==> config.mk <==
export PLATFORM = sky130hd
export DESIGN_NAME = wb_stage
export DESIGN_NICKNAME = d
export VERILOG_FILES = /design/src/rtl/wb_stage.sv
export SDC_FILE = /design/constraint.sdc
export NUM_CORES = 1
export LEC_CHECK = 0
export BUFFER_PORTS_ARGS = -buffer_cell sky130_fd_sc_hd__buf_2
export CAP_MARGIN = 25
export CORE_ASPECT_RATIO = 0.7
export CORE_MARGIN = 2
export CORE_UTILIZATION = 38
export DETAILED_ROUTE_END_ITERATION = 8
export GPL_ROUTABILITY_DRIVEN = 0
export GPL_TIMING_DRIVEN = 0
export PLACE_DENSITY = 0.62
export REMOVE_ABC_BUFFERS = 1
export SLEW_MARGIN = 25
export SYNTH_ARGS = -nofsm -noshare
export SYNTH_HDL_FRONTEND = slang
export SYNTH_SLANG_ARGS = --single-unit
==> constraint.sdc <==
create_clock -name clk -period 2.46 [get_ports clk]
set_input_delay 0 -clock clk [delete_from_list [all_inputs] [get_ports clk]]
set_output_delay 0 -clock clk [all_outputs]
set_load 0.02 [all_outputs]
==> src/rtl/wb_stage.sv <==
// Write-back stage: one pipeline register, load extraction, UART/counter MMIO
// window, and the register-file write port that also feeds forwarding.
module wb_stage #(
  parameter logic [31:0] MMIO_BASE = 32'h8000_0000,
  parameter int          CNT_WIDTH = 32
) (
  input  logic        clk,
  input  logic        rst_n,
  input  logic        valid_i,
  input  logic [31:0] alu_result_i,
  input  logic [31:0] store_data_i,
  input  logic [2:0]  funct3_i,
  input  logic        mem_re_i,
  input  logic        mem_we_i,
  input  logic [4:0]  wb_addr_i,
  input  logic [1:0]  control_wr_mux_i,
  input  logic [31:0] pc_plus_i,
  input  logic [31:0] dmem_rdata_i,
  input  logic [7:0]  uart_rx_data_i,
  input  logic        uart_rx_valid_i,
  output logic        uart_rx_ready_o,
  output logic [7:0]  uart_tx_data_o,
  output logic        uart_tx_valid_o,
  input  logic        uart_tx_ready_i,
  output logic        stall_o,
  output logic [31:0] wb_data_o,
  output logic [4:0]  wb_addr_o,
  output logic        wb_we_o
);

  localparam logic [7:0] OFF_STATUS  = 8'h00;
  localparam logic [7:0] OFF_RXDATA  = 8'h04;
  localparam logic [7:0] OFF_TXDATA  = 8'h08;
  localparam logic [7:0] OFF_CYCLE   = 8'h10;
  localparam logic [7:0] OFF_INSTRET = 8'h14;
  localparam logic [7:0] OFF_CLEAR   = 8'h18;

  localparam logic [CNT_WIDTH-1:0] CNT_ONE = {{(CNT_WIDTH-1){1'b0}}, 1'b1};

  logic                 valid_r;
  logic [31:0]          alu_r;
  logic [7:0]           store_r;
  logic [2:0]           funct3_r;
  logic                 mem_re_r;
  logic                 mem_we_r;
  logic [4:0]           wb_addr_r;
  logic [1:0]           sel_r;
  logic [31:0]          pc_plus_r;
  logic [CNT_WIDTH-1:0] cycle_cnt;
  logic [CNT_WIDTH-1:0] instret_cnt;
  logic [31:0]          cycle_word;
  logic [31:0]          instret_word;

  logic        mmio_hit;
  logic [7:0]  mmio_off;
  logic        tx_pending;
  logic        retire;
  logic        cnt_clear;
  logic [7:0]  load_byte;
  logic [15:0] load_half;
  logic [31:0] dmem_data;
  logic [31:0] mmio_rdata;
  logic [31:0] load_data;
  logic        unused_store_bits;

  // Only the low byte of store data is ever consumed (UART TX).
  assign unused_store_bits = ^store_data_i[31:8];

  always_ff @(posedge clk or negedge rst_n) begin
    if (!rst_n) begin
      valid_r   <= 1'b0;
      alu_r     <= '0;
      store_r   <= '0;
      funct3_r  <= '0;
      mem_re_r  <= 1'b0;
      mem_we_r  <= 1'b0;
      wb_addr_r <= '0;
      sel_r     <= '0;
      pc_plus_r <= '0;
    end else if (!stall_o) begin
      valid_r   <= valid_i;
      alu_r     <= alu_result_i;
      store_r   <= store_data_i[7:0];
      funct3_r  <= funct3_i;
      mem_re_r  <= mem_re_i;
      mem_we_r  <= mem_we_i;
      wb_addr_r <= wb_addr_i;
      sel_r     <= control_wr_mux_i;
      pc_plus_r <= pc_plus_i;
    end
  end

  assign mmio_off   = alu_r[7:0];
  assign mmio_hit   = (mem_re_r | mem_we_r) && (alu_r[31:8] == MMIO_BASE[31:8]);
  assign tx_pending = valid_r && mem_we_r && mmio_hit && (mmio_off == OFF_TXDATA);
  assign stall_o    = tx_pending && !uart_tx_ready_i;
  assign retire     = valid_r && !stall_o;
  assign cnt_clear  = retire && mem_we_r && mmio_hit && (mmio_off == OFF_CLEAR);

  // Clear takes priority over the increment on the same edge.
  always_ff @(posedge clk or negedge rst_n) begin
    if (!rst_n) begin
      cycle_cnt   <= '0;
      instret_cnt <= '0;
    end else if (cnt_clear) begin
      cycle_cnt   <= '0;
      instret_cnt <= '0;
    end else begin
      cycle_cnt <= cycle_cnt + CNT_ONE;
      if (retire) instret_cnt <= instret_cnt + CNT_ONE;
    end
  end

  generate
    if (CNT_WIDTH >= 32) begin : g_cnt_wide
      assign cycle_word   = cycle_cnt[31:0];
      assign instret_word = instret_cnt[31:0];
    end else begin : g_cnt_narrow
      assign cycle_word   = {{(32-CNT_WIDTH){1'b0}}, cycle_cnt};
      assign instret_word = {{(32-CNT_WIDTH){1'b0}}, instret_cnt};
    end
  endgenerate

  always_comb begin
    load_byte = dmem_rdata_i[7:0];
    case (alu_r[1:0])
      2'd1:    load_byte = dmem_rdata_i[15:8];
      2'd2:    load_byte = dmem_rdata_i[23:16];
      2'd3:    load_byte = dmem_rdata_i[31:24];
      default: load_byte = dmem_rdata_i[7:0];
    endcase
    load_half = alu_r[1] ? dmem_rdata_i[31:16] : dmem_rdata_i[15:0];
    case (funct3_r)
      3'b000:  dmem_data = {{24{load_byte[7]}}, load_byte};
      3'b001:  dmem_data = {{16{load_half[15]}}, load_half};
      3'b100:  dmem_data = {24'b0, load_byte};
      3'b101:  dmem_data = {16'b0, load_half};
      default: dmem_data = dmem_rdata_i;
    endcase
  end

  always_comb begin
    mmio_rdata = '0;
    case (mmio_off)
      OFF_STATUS:  mmio_rdata = {30'b0, uart_rx_valid_i, uart_tx_ready_i};
      OFF_RXDATA:  mmio_rdata = {24'b0, uart_rx_data_i};
      OFF_CYCLE:   mmio_rdata = cycle_word;
      OFF_INSTRET: mmio_rdata = instret_word;
      default:     mmio_rdata = '0;
    endcase
  end

  assign load_data = mmio_hit ? mmio_rdata : dmem_data;

  always_comb begin
    wb_data_o = alu_r;
    case (sel_r)
      2'b01:   wb_data_o = load_data;
      2'b10:   wb_data_o = pc_plus_r;
      default: wb_data_o = alu_r;
    endcase
  end

  assign wb_addr_o       = wb_addr_r;
  assign wb_we_o         = valid_r && (sel_r != 2'b11) && (wb_addr_r != 5'd0) && !stall_o;
  assign uart_rx_ready_o = valid_r && mem_re_r && mmio_hit && (mmio_off == OFF_RXDATA)
                           && uart_rx_valid_i;
  assign uart_tx_valid_o = tx_pending;
  assign uart_tx_data_o  = tx_pending ? store_r : 8'h00;

endmodule

# Word level (Yosys, flattened, before mapping)

Index checks and enable logic that the tools add are counted.
W data, S select, Z words.

Add/sub/neg operators: 2
Equal/unequal tests: 15
Mux-type cells: 10
Bitwise gates (word level): 1
Reductions and logical operators: 22

Operators with widths:

| kind                    | count |
|---|---|
| $pmux W32 S4            | 2 |
| $mux W32                | 4 |
| $add A32 B1 Y32 const B | 2 |
| $pmux W32 S2            | 1 |
| $eq A24 B24 Y1 const B  | 1 |
| $eq A8 B5 Y1 const B    | 3 |
| $pmux W8 S3             | 1 |
| $logic_and A1 B1 Y1     | 16 |
| $mux W16                | 1 |
| $eq A8 B3 Y1 const B    | 1 |
| $eq A8 B4 Y1 const B    | 1 |
| $logic_not A8 Y1        | 1 |
| $mux W8                 | 1 |
| $eq A2 B2 Y1 const B    | 3 |
| $eq A3 B3 Y1 const B    | 2 |
| $reduce_bool A5 Y1      | 1 |
| $eq A2 B1 Y1 const B    | 2 |
| $eq A3 B1 Y1 const B    | 1 |
| $logic_not A3 Y1        | 1 |
| $logic_not A1 Y1        | 2 |
| $ne A2 B2 Y1 const B    | 1 |
| $reduce_bool A2 Y1      | 1 |
| $or A1 B1 Y1            | 1 |

Register bits after elaboration: 149
Output and inout port bits: 49
Word-level logic and storage cells: 61

# Depth between registers and ports, before layout

Word-level depth: 11
Depth in mapped cells: 10
Mapped depth without buffers: 7

# Least setup slack after synthesis

Ideal clock, no wire load.

Path type: register to output
From: register alu_r[1]
To: output port wb_data_o[12]
Data arrival time: 2433 ps
Data required time: 2460 ps
Path slack: 27 ps
Cell stages (with the launch flop): 9
Cell sequence: dfrtp_1 > buf_6 > or4_4 > or4b_4 > buf_6 > buf_6 > o211ai_2 > o211ai_1 > a2bb2oi_1

Word-level cells in the longest chain between the ends: 5

RTL lines:

| item                                         | line | RTL |
|---|---|---|
| start, declared                              | 41   | `logic [31:0] alu_r;` |
| start signal, assigned                       | 82   | `alu_r <= alu_result_i;` |
| $eq A2 B2 Y1 or $eq A2 B1 Y1 (tied branches) | 126  | `case (alu_r[1:0])` |
| $pmux W8 S3                                  | 126  |  |
| $pmux W32 S4                                 | 133  | `case (funct3_r)` |
| $mux W32 (*)                                 | 153  | `assign load_data = mmio_hit ? mmio_rdata : dmem_data;` |
| $pmux W32 S2 (*)                             | 157  | `case (sel_r)` |
| end, declared                                | 26   | `output logic [31:0] wb_data_o,` |

Every way passes the cells marked *; elsewhere a longest branch is shown, timed or not.

# Worst setup path after layout

From: register alu_r[1]
To: output port wb_data_o[21]

Same word-level chain as after synthesis.

==> flow_summary.toml <==
[outcome]
status = "finished with violations"
violations = "negative setup slack"

[yosys]
ys_top_cells_by_count = "149 x dfrtp_1, 87 x nand2_1, 73 x nor2_1"
synth_mux_area_frac = 0.125
synth_top_family_by_area = "simple AND/OR/NAND/NOR gates"
synth_enable_flop_cells = 0
synth_cell_types = 64
ys_ff_latch = 149
yosys.area.top_type = "dfrtp_1"
syn_inst = 910
syn_avg_cell_area_um2 = 9.56
async_flop_share = 1.00
syn_area_mm2 = 0.00870
synth_most_common_cell = "dfrtp_1"
synth_fa_ha_area_frac = 0.00719
synth_area_leaders = "dfrtp_1 43%, mux2_2 6.6%, nand2_1 3.8%"
synth_xor_area_frac = 0.0262
synth_compound_area_frac = 0.145
synth_warnings = 0
synth_flop_cell = "dfrtp_1"
yosys.area.top_type_share = 0.429
yosysSeqAreaShare = 0.429
synth-simple-area-share = 0.220

[global_route]
grtUsageTotal = 0.253
grt_max_degree = 83
grt_pass1_wl_um = 46100
first_global_vias = 8255
antenna_found_initial = 2
grt_overflow = 0

[cts]
cts_root_buffer = "clkbuf_16"
clk_latency_ns = 0.44
cts.sinks = 149
cts_max_path_buffers = 2
htree_levels = 4
clkTransAtPathRegs_ns = 0.06
numCtsBuffers = 17
cts_tree = "yes"

[power_and_ir_drop]
p_total_w = 0.00773
power.density_mw_per_mm2 = 614
total_leakage_power_nw = 5.28
peakVddDrop_mv = 0.492

[timing]
skew_ns = 0.0106
finalSetupViolCount = 102
rsz0062_at_grt = "true"
min_period_ns = 2.89
timing.hold.ws_ns = 0.129
max_freq_ghz = 0.346
slew_headroom = 0.520
worst_pin_slew_ns = 0.719
drv_slew = 0
period_share = 1.17
finalHoldViolCount = 0
worst_slack_ns = -0.429

[setup_path]
required_ns = 2.46
worstSetupPathType = "flip-flop to output port"
worst-path-max-fanout = 6
cp.arrival_ns = 2.89
startpoint_type = "flip-flop"
end_kind = "output port"
crit_chain = "or4_4 -> buf_12 -> or4b_4 -> nor2_2 -> o21ai_2 -> a32oi_1 -> buf_4"
critPathMaxStageDelay_ns = 0.62
path_buf_inv = 2
critPathSlowestCell = "or4b_4"
crit_family = "simple AND/OR/NAND/NOR gates"

[detailed_routing]
drtIter0Drc = 782
post_drt_wl_per_cell_um = 21.1
remaining_drc_errors = 0
routed_wl_um = 32200
drtPass1Iterations = 7
viasPerCell = 5.68
vias = 8677
antenna_left = 0

[place]
dp_hpwl_um = 19200
preCtsSetupSlack_ns = -1.45
port_buffers = 177
placed_area_mm2 = 0.00977

[die]
dieArea_mm2 = 0.0241
io_pins = 202
die_h_um = 131
core_area_mm2 = 0.0226
rows = 46
initial_core_util = 0.386
die_width_um = 185

[final_layout]
final_util = 0.558
finalInstanceArea_mm2 = 0.0126
nets = 1360
fillers = 1935
final_layout_size_suffix_gt1_frac = 0.358
diodes = 0
syn2layout_area_growth_pct = 44.7

[min_path]
hp-class = "primary input to asynchronous set/reset pin"

[run]
drv_cap = 0
## final cells by class
cell class                 instances  area [µm²]  area share
sequential                       149        3740       0.297
clock inverter                    12         175      0.0139
inverter                          15        60.1     0.00477
multi-input combinational        692        5160       0.410
clock buffer                      20         457      0.0363
timing repair buffer             327        2610       0.207
tap                              312         390      0.0310
## flip-flops by register name (all words and copies together), names as in the netlist
| signal | flops |
|---|---|
| alu_r | 32 |
| cycle_cnt | 32 |
| funct3_r | 3 |
| instret_cnt | 32 |
| mem_re_r | 1 |
| mem_we_r | 1 |
| pc_plus_r | 32 |
| sel_r | 2 |
| store_r | 8 |
| valid_r | 1 |
| wb_addr_o | 5 |
## timing repair
| action | 4_1_cts | 5_1_grt |
|---|---|---|
| hold endpoints to repair | 152 | 0 |
| gates resized for setup | 83 | 108 |
| setup endpoints to repair | 184 | 182 |
| setup buffers | 19 | 35 |
| hold buffers | 86 | 0 |
| gates cloned | 7 | 14 |
| pin swaps | 41 | 51 |
## worst paths after layout
| path | from | endpoint | slack [ns] | cells past startpoint |
|---|---|---|---|---|
| worst min-delay path | rst_n | pc_plus_r[31] | 0.13 | 2 |
| worst max-delay path | alu_r[1] | wb_data_o[21] | -0.43 | 7 |
| worst max register to register | alu_r[1] | mem_re_r | -0.17 | 8 |
| max in group asynchronous | rst_n | alu_r[4] | 1.48 | 3 |
| min in group clk | alu_result_i[31] | alu_r[31] | 0.30 | 3 |
| worst min register to register | pc_plus_r[1] | pc_plus_r[1] | 0.50 | 1 |
## layout by cell type (no fill, tap or decap), types with 20 or more instances in the layout
cell type	netlist	final
dfrtp_1	149	142
buf_2	9	136
dlygate4sd3_1	0	86
nand2_1	87	85
buf_4	9	75
nor2_1	73	56
mux2_2	51	51
a21oi_1	47	45
nand3_1	34	33
nor2b_1	33	31
mux2i_1	28	28
xnor2_1	21	21
or4_1	21	20
clkbuf_16	0	20
## kinds of logic after synthesis
| kind of cell | after synthesis |
|---|---|
| AO/OA/AOI/OAI | 182 |
| XOR/XNOR | 26 |
| adder cells (fa/ha/maj) | 5 |
| buffers and inverters | 85 |
| flip-flops | 149 |
| multiplexers | 97 |
| AND/OR/NAND/NOR | 366 |
## through the flow
step           setup TNS, ns  cells
2_1_floorplan        -148.44    840
3_3_place_gp         -514.38   1329
3_5_place_dp         -155.41   1334
4_1_cts               -28.13   1478
5_1_grt               -19.44   1527
6_report              -14.93   1527
## power breakdown
group	switching, W	total (W)	leakage [nW]	internal [W]
registers	0.000397	0.00311	1.74	0.00271
clock network	0.00111	0.00287	0.303	0.00175
logic	0.000945	0.00176	3.23	0.000812
## layer usage
layer | global-route usage | vias to the layer above | part of all wire | wire (µm)
met4 | 0.0691 | 4 | 0.017 | 532
met2 | 0.380 | 411 | 0.43 | 14000
met3 | 0.0856 | 57 | 0.11 | 3450
met1 | 0.349 | 4251 | 0.44 | 14200
met5 | 0 | - | 0.00099 | 32
li1 | - | 3954 | - | -
(Power assumes the default switching activity.)
